**src/rtl/track_seg_gen.sv**
```systemverilog
// Track/sector generator: locks a reference angle, then counts armed forward revolutions.
// Optional sector pulses are built only when TRACK_SEG_SECTOR_EN is defined.
module track_seg_gen #(
    parameter int DIN_W    = 64,
    parameter int ENC_LSB  = 34,
    parameter int ENC_W    = 18,
    parameter int NUM_W    = 16,
    parameter int SEC_BITS = 3
) (
    input  logic                sys_clk,
    input  logic                sys_rst,
    input  logic                soft_rst,
    input  logic                fir_en,
    input  logic                enc_vld,
    input  logic [DIN_W-1:0]    enc_din,
    input  logic [NUM_W-1:0]    cfg_track_max,
    output logic                lock_vld,
    output logic [ENC_W-1:0]    rel_angle,
    output logic                track_pos,
    output logic [NUM_W-1:0]    track_num,
    output logic                track_done,
    output logic                sector_pos,
    output logic [SEC_BITS-1:0] sector_idx
);

    typedef enum logic [2:0] {IDLE, LOCK, WAIT_ARM, ARMED, DONE} state_t;

    state_t           state_reg, state_next;
    logic [ENC_W-1:0] lock_reg, lock_next;
    logic [ENC_W-1:0] rel_reg, rel_next;
    logic             lock_vld_reg, lock_vld_next;
    logic             track_pos_reg, track_pos_next;
    logic [NUM_W-1:0] track_num_reg, track_num_next;
    logic             track_done_reg, track_done_next;
    logic             sec_load, sec_upd;

    logic [ENC_W-1:0] angle;
    logic [ENC_W-1:0] rel_cur;
    logic [1:0]       quad;
    logic [NUM_W-1:0] num_inc;
    logic             unused_din;

    assign angle      = enc_din[ENC_LSB +: ENC_W];
    assign rel_cur    = angle - lock_reg;
    // Top two bits of rel select the quarter: 00 = [0,Q), 10 = [H,T).
    assign quad       = rel_cur[ENC_W-1 -: 2];
    assign num_inc    = (track_num_reg == '1) ? track_num_reg : track_num_reg + 1'b1;
    assign unused_din = ^enc_din;

    always_ff @(posedge sys_clk or posedge sys_rst) begin
        if (sys_rst) begin
            state_reg      <= IDLE;
            lock_reg       <= '0;
            rel_reg        <= '0;
            lock_vld_reg   <= 1'b0;
            track_pos_reg  <= 1'b0;
            track_num_reg  <= '0;
            track_done_reg <= 1'b0;
        end else begin
            state_reg      <= state_next;
            lock_reg       <= lock_next;
            rel_reg        <= rel_next;
            lock_vld_reg   <= lock_vld_next;
            track_pos_reg  <= track_pos_next;
            track_num_reg  <= track_num_next;
            track_done_reg <= track_done_next;
        end
    end

    always_comb begin
        state_next      = state_reg;
        lock_next       = lock_reg;
        rel_next        = rel_reg;
        lock_vld_next   = lock_vld_reg;
        track_pos_next  = 1'b0;
        track_num_next  = track_num_reg;
        track_done_next = track_done_reg;
        sec_load        = 1'b0;
        sec_upd         = 1'b0;
        if (soft_rst) begin
            state_next      = IDLE;
            lock_next       = '0;
            rel_next        = '0;
            lock_vld_next   = 1'b0;
            track_num_next  = '0;
            track_done_next = 1'b0;
        end else if (!fir_en) begin
            // Disabling drops the lock but keeps the count so a later run continues it.
            state_next      = IDLE;
            lock_next       = '0;
            lock_vld_next   = 1'b0;
            track_done_next = 1'b0;
        end else begin
            case (state_reg)
                IDLE: state_next = LOCK;
                LOCK: begin
                    if (enc_vld) begin
                        lock_next     = angle;
                        lock_vld_next = 1'b1;
                        rel_next      = '0;
                        sec_load      = 1'b1;
                        state_next    = WAIT_ARM;
                    end
                end
                WAIT_ARM: begin
                    if (enc_vld) begin
                        rel_next = rel_cur;
                        sec_upd  = 1'b1;
                        if (quad == 2'b10) state_next = ARMED;
                    end
                end
                ARMED: begin
                    if (enc_vld) begin
                        rel_next = rel_cur;
                        sec_upd  = 1'b1;
                        if (quad == 2'b00) begin
                            track_pos_next = 1'b1;
                            track_num_next = num_inc;
                            if ((cfg_track_max != '0) && (num_inc == cfg_track_max)) begin
                                state_next      = DONE;
                                track_done_next = 1'b1;
                            end else begin
                                state_next = WAIT_ARM;
                            end
                        end
                    end
                end
                DONE: begin
                    if (enc_vld) rel_next = rel_cur;
                end
                default: state_next = IDLE;
            endcase
        end
    end

    assign lock_vld   = lock_vld_reg;
    assign rel_angle  = rel_reg;
    assign track_pos  = track_pos_reg;
    assign track_num  = track_num_reg;
    assign track_done = track_done_reg;

`ifdef TRACK_SEG_SECTOR_EN
    logic [SEC_BITS-1:0] sector_idx_reg;
    logic                sector_pos_reg;
    logic [SEC_BITS-1:0] sec_new;
    logic [SEC_BITS-1:0] sec_inc;

    assign sec_new = rel_cur[ENC_W-1 -: SEC_BITS];
    assign sec_inc = sector_idx_reg + 1'b1;

    always_ff @(posedge sys_clk or posedge sys_rst) begin
        if (sys_rst) begin
            sector_idx_reg <= '0;
            sector_pos_reg <= 1'b0;
        end else if (soft_rst) begin
            sector_idx_reg <= '0;
            sector_pos_reg <= 1'b0;
        end else begin
            sector_pos_reg <= 1'b0;
            if (sec_load) begin
                sector_idx_reg <= '0;
            end else if (sec_upd) begin
                // Only a single forward step pulses; skips and reversals just move the index.
                sector_pos_reg <= (sec_new == sec_inc);
                sector_idx_reg <= sec_new;
            end
        end
    end

    assign sector_pos = sector_pos_reg;
    assign sector_idx = sector_idx_reg;
`else
    logic unused_sec;
    assign unused_sec = sec_load ^ sec_upd;
    assign sector_pos = 1'b0;
    assign sector_idx = '0;
`endif

endmodule

```
**config.mk**
```make
export PLATFORM = sky130hd
export DESIGN_NAME = track_seg_gen
export DESIGN_NICKNAME = d
export VERILOG_FILES = /design/src/rtl/track_seg_gen.sv
export SDC_FILE = /design/constraint.sdc
export NUM_CORES = 1
export LEC_CHECK = 0
export BUFFER_PORTS_ARGS = -buffer_cell sky130_fd_sc_hd__buf_2
export CELL_PAD_IN_SITES_DETAIL_PLACEMENT = 1
export CELL_PAD_IN_SITES_GLOBAL_PLACEMENT = 1
export CORE_MARGIN = 3
export CORE_UTILIZATION = 34
export DETAILED_ROUTE_END_ITERATION = 8
export PLACE_DENSITY_LB_ADDON = 0.08
export SLEW_MARGIN = 0
export SYNTH_ARGS = -nofsm -noshare
export SYNTH_HDL_FRONTEND = slang
export SYNTH_SLANG_ARGS = --single-unit
export TNS_END_PERCENT = 100
```
**constraint.sdc**
```tcl
create_clock -name sys_clk -period 3 [get_ports sys_clk]
set_clock_uncertainty 0.15 [all_clocks]
set_input_delay 0.3 -clock sys_clk [delete_from_list [all_inputs] [get_ports sys_clk]]
set_output_delay 0.3 -clock sys_clk [all_outputs]
set_load 0.01 [all_outputs]
```
==> results of run 1 <==
==> stage by stage <==
stage / cells / total power, W / setup TNS [ns] / utilization, %
6_report: 824 / 0.00227 / -0.479 / 49.6
5_1_grt: 824 / 0.00238 / -2.54 / 49.6
4_1_cts: 814 / 0.00227 / -0.497 / 47.6
3_5_place_dp: 793 / 0.00112 / -4.46 / 44.0
3_3_place_gp: 793 / 0.00112 / -3.84 / 44.0
2_1_floorplan: 514 / 0.000984 / 0 / -
==> worst paths after layout <==
kind	start	to	slack [ns]	cells after the start
worst max-delay path	lock_reg[0]	track_num[10]	-0.07	12
worst min-delay path	enc_din[46]	lock_reg[12]	0.06	3
worst max register to register	lock_reg[0]	track_num[10]	-0.07	12
worst min register to register	rel_angle[12]	rel_angle[12]	0.33	2
max in group asynchronous	sys_rst	lock_reg[12]	1.45	4
min in group asynchronous	sys_rst	rel_angle[0]	0.52	3
==> cells by family (layout without fill, tap and decap cells) <==
kind of cell             count (synthesis)  count (layout)  share of synthesized area [%]
flip-flops                              58              58                           34.6
multiplexers                             4               4                           1.01
other                                    1               4                         0.0893
buffers and inverters                   62             208                           6.53
AND/OR/NAND/NOR                        200             200                           24.3
XOR/XNOR                                23              23                           4.80
adder cells (fa/ha/maj)                 19              19                           5.84
AO/OA/AOI/OAI                          144             144                           22.9
==> area by class of cell <==
class	count	area (um^2)	area share [%]
multi-input cells	394	2710	46.4
flip-flops and latches	58	1450	24.9
repair buffers	158	1020	17.4
clock buffers	10	239	4.10
well taps	164	205	3.52
inverters	34	130	2.23
clock inverters	6	80.1	1.37
==> power by group <==
group / total, W / switching [W] / internal (W) / leakage, nW
registers: 0.000793 / 0.00000442 / 0.000789 / 0.808
clock network: 0.00112 / 0.000375 / 0.000742 / 0.162
logic: 0.000359 / 0.000200 / 0.000160 / 1.71
==> critical path: cells and delay by family (launching register included) <==
family | cells | cell delay, ns
AOI/OAI and AO/OA | 5 | 0.87
and+or+nand+nor | 2 | 0.69
adders and majority gates | 2 | 0.52
DFF | 1 | 0.38
buffers and inverters | 2 | 0.20
xor gates and xnor gates | 1 | 0.14
==> cell usage in the layout, fill, tap and decap left out, types with 4 or more instances in the layout <==
cell type | synthesis | routed
nor2b_1 | 6 | 5
xnor2_1 | 13 | 12
nand2_1 | 72 | 71
a22o_1 | 6 | 6
conb_1 | 1 | 4
a21oi_1 | 38 | 35
a211oi_1 | 8 | 7
nor2_1 | 24 | 23
or3_1 | 8 | 7
buf_6 | 2 | 4
a21o_1 | 9 | 9
a41oi_1 | 5 | 4
nand2b_1 | 6 | 6
o21a_1 | 5 | 5
o31ai_1 | 4 | 4
buf_4 | 4 | 78
and3_1 | 9 | 8
clkinv_2 | 0 | 4
nor4_1 | 8 | 8
clkbuf_16 | 0 | 9
a31oi_1 | 5 | 5
nand4_1 | 9 | 9
nor3_1 | 13 | 12
inv_1 | 33 | 30
ha_1 | 18 | 14
dfrtp_1 | 58 | 58
o21ai_0 | 29 | 27
xor2_1 | 10 | 10
and2_1 | 4 | 4
nand3_1 | 22 | 19
buf_2 | 6 | 75
==> per-layer routing <==
layer | routed length (um) | vias up
met5 | 0 | -
met4 | 275 | 0
met3 | 570 | 20
met2 | 7510 | 88
met1 | 7120 | 2231
li1 | - | 2130
==> synthesized netlist by cell type, drive strengths merged (9+ instances only) <==
cell | number | area, um^2
nand3 | 22 | 110
ha | 18 | 225
nor2 | 24 | 90.1
a211oi | 9 | 72.6
xnor2 | 13 | 114
nand2 | 72 | 270
nand4 | 9 | 56.3
and3 | 9 | 56.3
inv | 34 | 130
nor3 | 13 | 65.1
nor4 | 10 | 83.8
o21ai | 30 | 150
clkbuf | 16 | 61.3
dfrtp | 58 | 1450
a21o | 9 | 67.6
a21oi | 39 | 199
xor2 | 10 | 87.6
buf | 12 | 82.6
==> repair_timing <==
action / in CTS / in global routing
pin swaps: 7 / 15
setup endpoints to repair: 20 / 21
setup buffers: 5 / 10
hold buffers: 1 / 0
endpoints found under the hold margin: 1 / 0
resized for setup: 18 / 34
==> key figures, run 1 <==
Floorplanning
  – Core area: 11800 um^2
  – Die Area: 13700 um^2
  – Chip Width: 117 um
  – Starting density of the core: 35.7%
  – Row cnt: 39
  – Chip height: 117 um
  – I/O pin cnt: 126

Logic synthesis
  – Avg Cell Area, Syn: 8.21 um^2
  – Cell area after synthesis: 4200 um^2
  – FFs w/ async S/R, synth: 100%
  – Post-Synthesis Cells: 511
  – Distinct cells, synth: 69
  – Synthesis-stage register bit count: 58
  – Sequential element share of the synthesized area: 34.6%
  – EDFF count, synth: 0
  – Predominant post-synthesis flop cell: dfrtp_1
  – Yosys warnings: 0

Critical path
  – Most frequent CP cell: o22ai_2
  – Worst stage delay on the critical path: 0.56 ns
  – Crit path DAT: 3.14 ns
  – Critical path launch point type: register
  – CP cell instances: ha_4 -> inv_2 -> fa_2 -> a21oi_4 -> o22ai_2 -> o311a_1 -> a211oi_2 -> xnor2_2 -> buf_4 -> or4_4 -> nand2_8 -> o22ai_2
  – Setup crit end kind: register
  – Critical path type: register to register
  – Cell with the largest stage delay on the worst path: or4_4
  – CP Max Fanout: 4
  – CP required: 3.07 ns

Clock tree
  – H-tree levels: 3
  – Clk root buf: clkbuf_16
  – CTS clk-pin slew, worst paths: 0.05 ns
  – # clock sinks: 58
  – CTS buffer count: 9
  – Clk_lat worst skew: 0.34 ns
  – CTS tree: built
  – Clock tree buffer depth: 2

Min path
  – Hold Crit Class: primary input to register

Global route
  – Pin count of the biggest net entering global routing: 37
  – Busiest grt layer: met2
  – Tot GR Track Use: 23.4%
  – GR Layer Usage met2: 37.7%
  – Global-route wire length before repair: 24.4 mm
  – Gr ovfl total: 0
  – Initial antenna violation count: 0
  – Met1 usage: 31.3%
  – Vias in the first global route: 4584
  – GR Util met3: 5.71%

Placed design
  – Placer Congestion: 0.899
  – Final HPWL DP: 11.4 mm
  – Cell Area, Placed: 5170 um^2
  – Post-place setup slack: -0.314 ns
  – Port bufs: 75

Timing
  – Unrepaired setup endpoints after global routing: true
  – Final setup vio count: 13
  – Tightest Pin Transition: 0.821 ns
  – Fmax: 326 MHz
  – Slew HR: 45.2%
  – Min Hold Slack: 0.0563 ns
  – Min cycle time layout: 3.07 ns
  – Final Max Tran Viols: 0
  – Crit share post-route: 102%
  – Final hold viol count: 0
  – Final Worst Setup Slack: -0.0703 ns

Power and ir drop
  – Pwr/cell area: 390 nW/um^2
  – Peak supply drop: 0.346 mV
  – Static Leak: 2.68 nW

Layout
  – Proportion of layout cells with a drive suffix above 1: 33.0%
  – Ant diodes: 0
  – Final layout net count: 759
  – Area Growth Syn to Fin: 38.8%
  – Fillers: 1420
  – Cell area after layout: 5830 um^2

Drt
  – Initial DRC Count: 191
  – Post-Route WL: 15.5 mm
  – # DRC: 0
  – Vias: 4469
  – Final ANT Viol Nets: 0
  – Routed WL per cell: 18.8 um
  – 1st-pass router iterations: 4
  – Vias/cell: 5.42

Run
  – Max cap viols: 0

Run status
  – Run status: finished with violations
  – Failing checks: setup timing
Power figures use the tool's default switching activity.
==> inputs of run 2 (changes only) <==
--- a/config.mk
+++ b/config.mk
@@ -9,7 +9,7 @@
 export CELL_PAD_IN_SITES_DETAIL_PLACEMENT = 1
 export CELL_PAD_IN_SITES_GLOBAL_PLACEMENT = 1
 export CORE_MARGIN = 3
-export CORE_UTILIZATION = 34
+export CORE_UTILIZATION = 38
 export DETAILED_ROUTE_END_ITERATION = 8
 export PLACE_DENSITY_LB_ADDON = 0.08
 export SLEW_MARGIN = 0
==> constraint.sdc (replaced) <==
create_clock -name sys_clk -period 3.4 [get_ports sys_clk]
set_clock_uncertainty 0.15 [all_clocks]
set_input_delay 0.34 -clock sys_clk [delete_from_list [all_inputs] [get_ports sys_clk]]
set_output_delay 0.34 -clock sys_clk [all_outputs]
set_load 0.01 [all_outputs]
==> run 2 against run 1 <==
Net effect:
- wire length is 9.0% lower
- largest power group is now sequential cells
- sequential power is 12% lower
- setup slack better by 0.22 ns
- via count is 4.9% lower
- count of clock-buffer cells in the layout is 4 higher
- global-route usage is 0.057 points lower
- non-clock buffer count is 43 lower
- die area is 10% lower
- the run now ends clean
- fmax is 5.6% lower
- final area is 12% lower
- worst hold slack worse by 0.0013 ns
- core utilization is 0.90 points lower
- highest routed layer unchanged
==> key figures, run 2 (synthesis gave the netlist of run 1 again) <==
Drt
  – Routed WL per cell: 18.7 um
  – Vias: 4251
  – Initial DRC Count: 227
  – 1st-pass router iterations: 4
  – Post-Route WL: 14.1 mm
  – Vias/cell: 5.65
  – Final ANT Viol Nets: 0
  – # DRC: 0

Floorplanning
  – Row cnt: 37
  – Chip Width: 111 um
  – Starting density of the core: 39.8%
  – Core area: 10600 um^2
  – I/O pin cnt: 126
  – Chip height: 111 um
  – Die Area: 12300 um^2

Run
  – Max cap viols: 0

Layout
  – Area Growth Syn to Fin: 22.4%
  – Ant diodes: 0
  – Proportion of layout cells with a drive suffix above 1: 23.3%
  – Final layout net count: 716
  – Commonest non-fill, non-tap cell in the layout: buf_2
  – Final Util: 48.7%
  – Most frequent cells in the layout: 75 x buf_2, 71 x nand2_1, 58 x dfrtp_1

Critical path
  – CP Max Fanout: 8
  – Critical path type: register to register
  – Flop2flop setup slack: 0.15 ns
  – Critical path launch point type: register
  – Buf+Inv Stages, Crit Path: 2
  – Most frequent CP cell: o22ai_1
  – R2r worst-path depth: 12
  – Crit path DAT: 3.40 ns
  – FF-to-FF Start: lock_reg[0]
  – CP top delay family: compound AO/OA/AOI/OAI gates
  – CP required: 3.54 ns
  – R2r endpoint: track_num[4]
  – Cell with the largest stage delay on the worst path: or3_1
  – Setup crit start: lock_reg[0]
  – CP cell instances: ha_1 -> inv_1 -> fa_1 -> a21oi_2 -> o22ai_1 -> o311a_1 -> a211oi_2 -> xnor2_2 -> or3_1 -> buf_4 -> o22ai_1 -> o21a_1
  – Setup crit end kind: register
  – Worst stage delay on the critical path: 0.45 ns

Placed design
  – Placer Congestion: 0.991
  – Final HPWL DP: 11.0 mm
  – Port bufs: 75
  – Post-place setup slack: -0.303 ns

Timing
  – Slew HR: 39.2%
  – Final Max Tran Viols: 0
  – Tightest Pin Transition: 0.889 ns
  – Fmax: 307 MHz
  – Final setup vio count: 0
  – Min cycle time layout: 3.25 ns
  – Unrepaired setup endpoints after global routing: true
  – Min Hold Slack: 0.0550 ns
  – Crit share post-route: 95.7%
  – Final Worst Setup Slack: 0.146 ns
  – Final hold viol count: 0

Clock tree
  – Clock tree buffer depth: 2
  – CTS buffer count: 9
  – # clock sinks: 58
  – CTS tree: built
  – H-tree levels: 3
  – Clk root buf: clkbuf_8
  – Clk_lat worst skew: 0.35 ns
  – CTS clk-pin slew, worst paths: 0.07 ns

Power and ir drop
  – Static Leak: 2.37 nW
  – Power Total: 0.00162 W
  – Pwr/cell area: 315 nW/um^2
  – Peak supply drop: 0.237 mV

Global route
  – Global-route wire length before repair: 23.1 mm
  – Initial antenna violation count: 0
  – Vias in the first global route: 4421
  – Gr ovfl total: 0
  – Tot GR Track Use: 23.3%
  – Pin count of the biggest net entering global routing: 59

Run status
  – Run status: finished, final reports clean

Min path
  – Hold Crit Class: primary input to asynchronous set/reset pin
## run 2: cell types whose count changed in the layout (fill, tap and decap cells not counted), moves of 3 or more
cell       delta
a21oi_1       +3
buf_4        -38
buf_6         -4
clkbuf_1      +3
clkbuf_16     -9
clkbuf_8     +10
clkinv_2      -3
ha_1          +4
ha_4          -3
o22ai_1       +3
o22ai_2       -3
## run 2: per-stage QoR
stage | instance area (um^2) | TNS (ns) | cells
3_5_place_dp | 4910 | -2.35 | 736
3_3_place_gp | 4910 | -1.21 | 736
2_1_floorplan | 4210 | 0 | 514
6_report | 5140 | 0 | 753
4_1_cts | 5110 | 0 | 753
5_1_grt | 5140 | -0.0242 | 753
## run 2: repair_timing
action,CTS,global route
pin swaps,1,1
hold buffers,0,0
buffers inserted,1,0
resized for setup,0,4
endpoints found under the setup margin,6,10
## run 2: tightest hold or removal path, stage by stage
cell	delay, ns
buf_2	0.10
inv_2	0.03
buf_4	0.60
## run 2: power by group
group / internal, W / switching [W]
Combinational: 0.0000997 / 0.000154
Clock: 0.000378 / 0.000287
Sequential: 0.000695 / 0.00000378
## run 2: layer usage
layer	wire length [um]	global-route usage (%)
met1	6020	28.0
met2	7000	40.9
met3	655	5.08
met4	393	8.60
met5	0	0
## run 2: worst max path at each step
stage              endpoint  slack (ns)  depth (start not counted)
2_1_floorplan  track_num[9]        0.33                         12
3_3_place_gp   track_num[9]       -0.21                         13
3_5_place_dp   track_num[9]       -0.30                         13
4_1_cts        track_num[7]        0.09                         11
5_1_grt        track_num[4]       -0.02                         12
6_report       track_num[4]        0.15                         12
## run 2: area by class of cell
| class | count | area (um^2) |
|---|---|---|
| well taps | 136 | 170 |
| repair buffers | 115 | 676 |
| multi-input cells | 394 | 2510 |
| clock inverters | 2 | 35.0 |
| clock buffers | 14 | 163 |
| inverters | 34 | 130 |
| fillers | 1329 | 5420 |
| flip-flops and latches | 58 | 1450 |
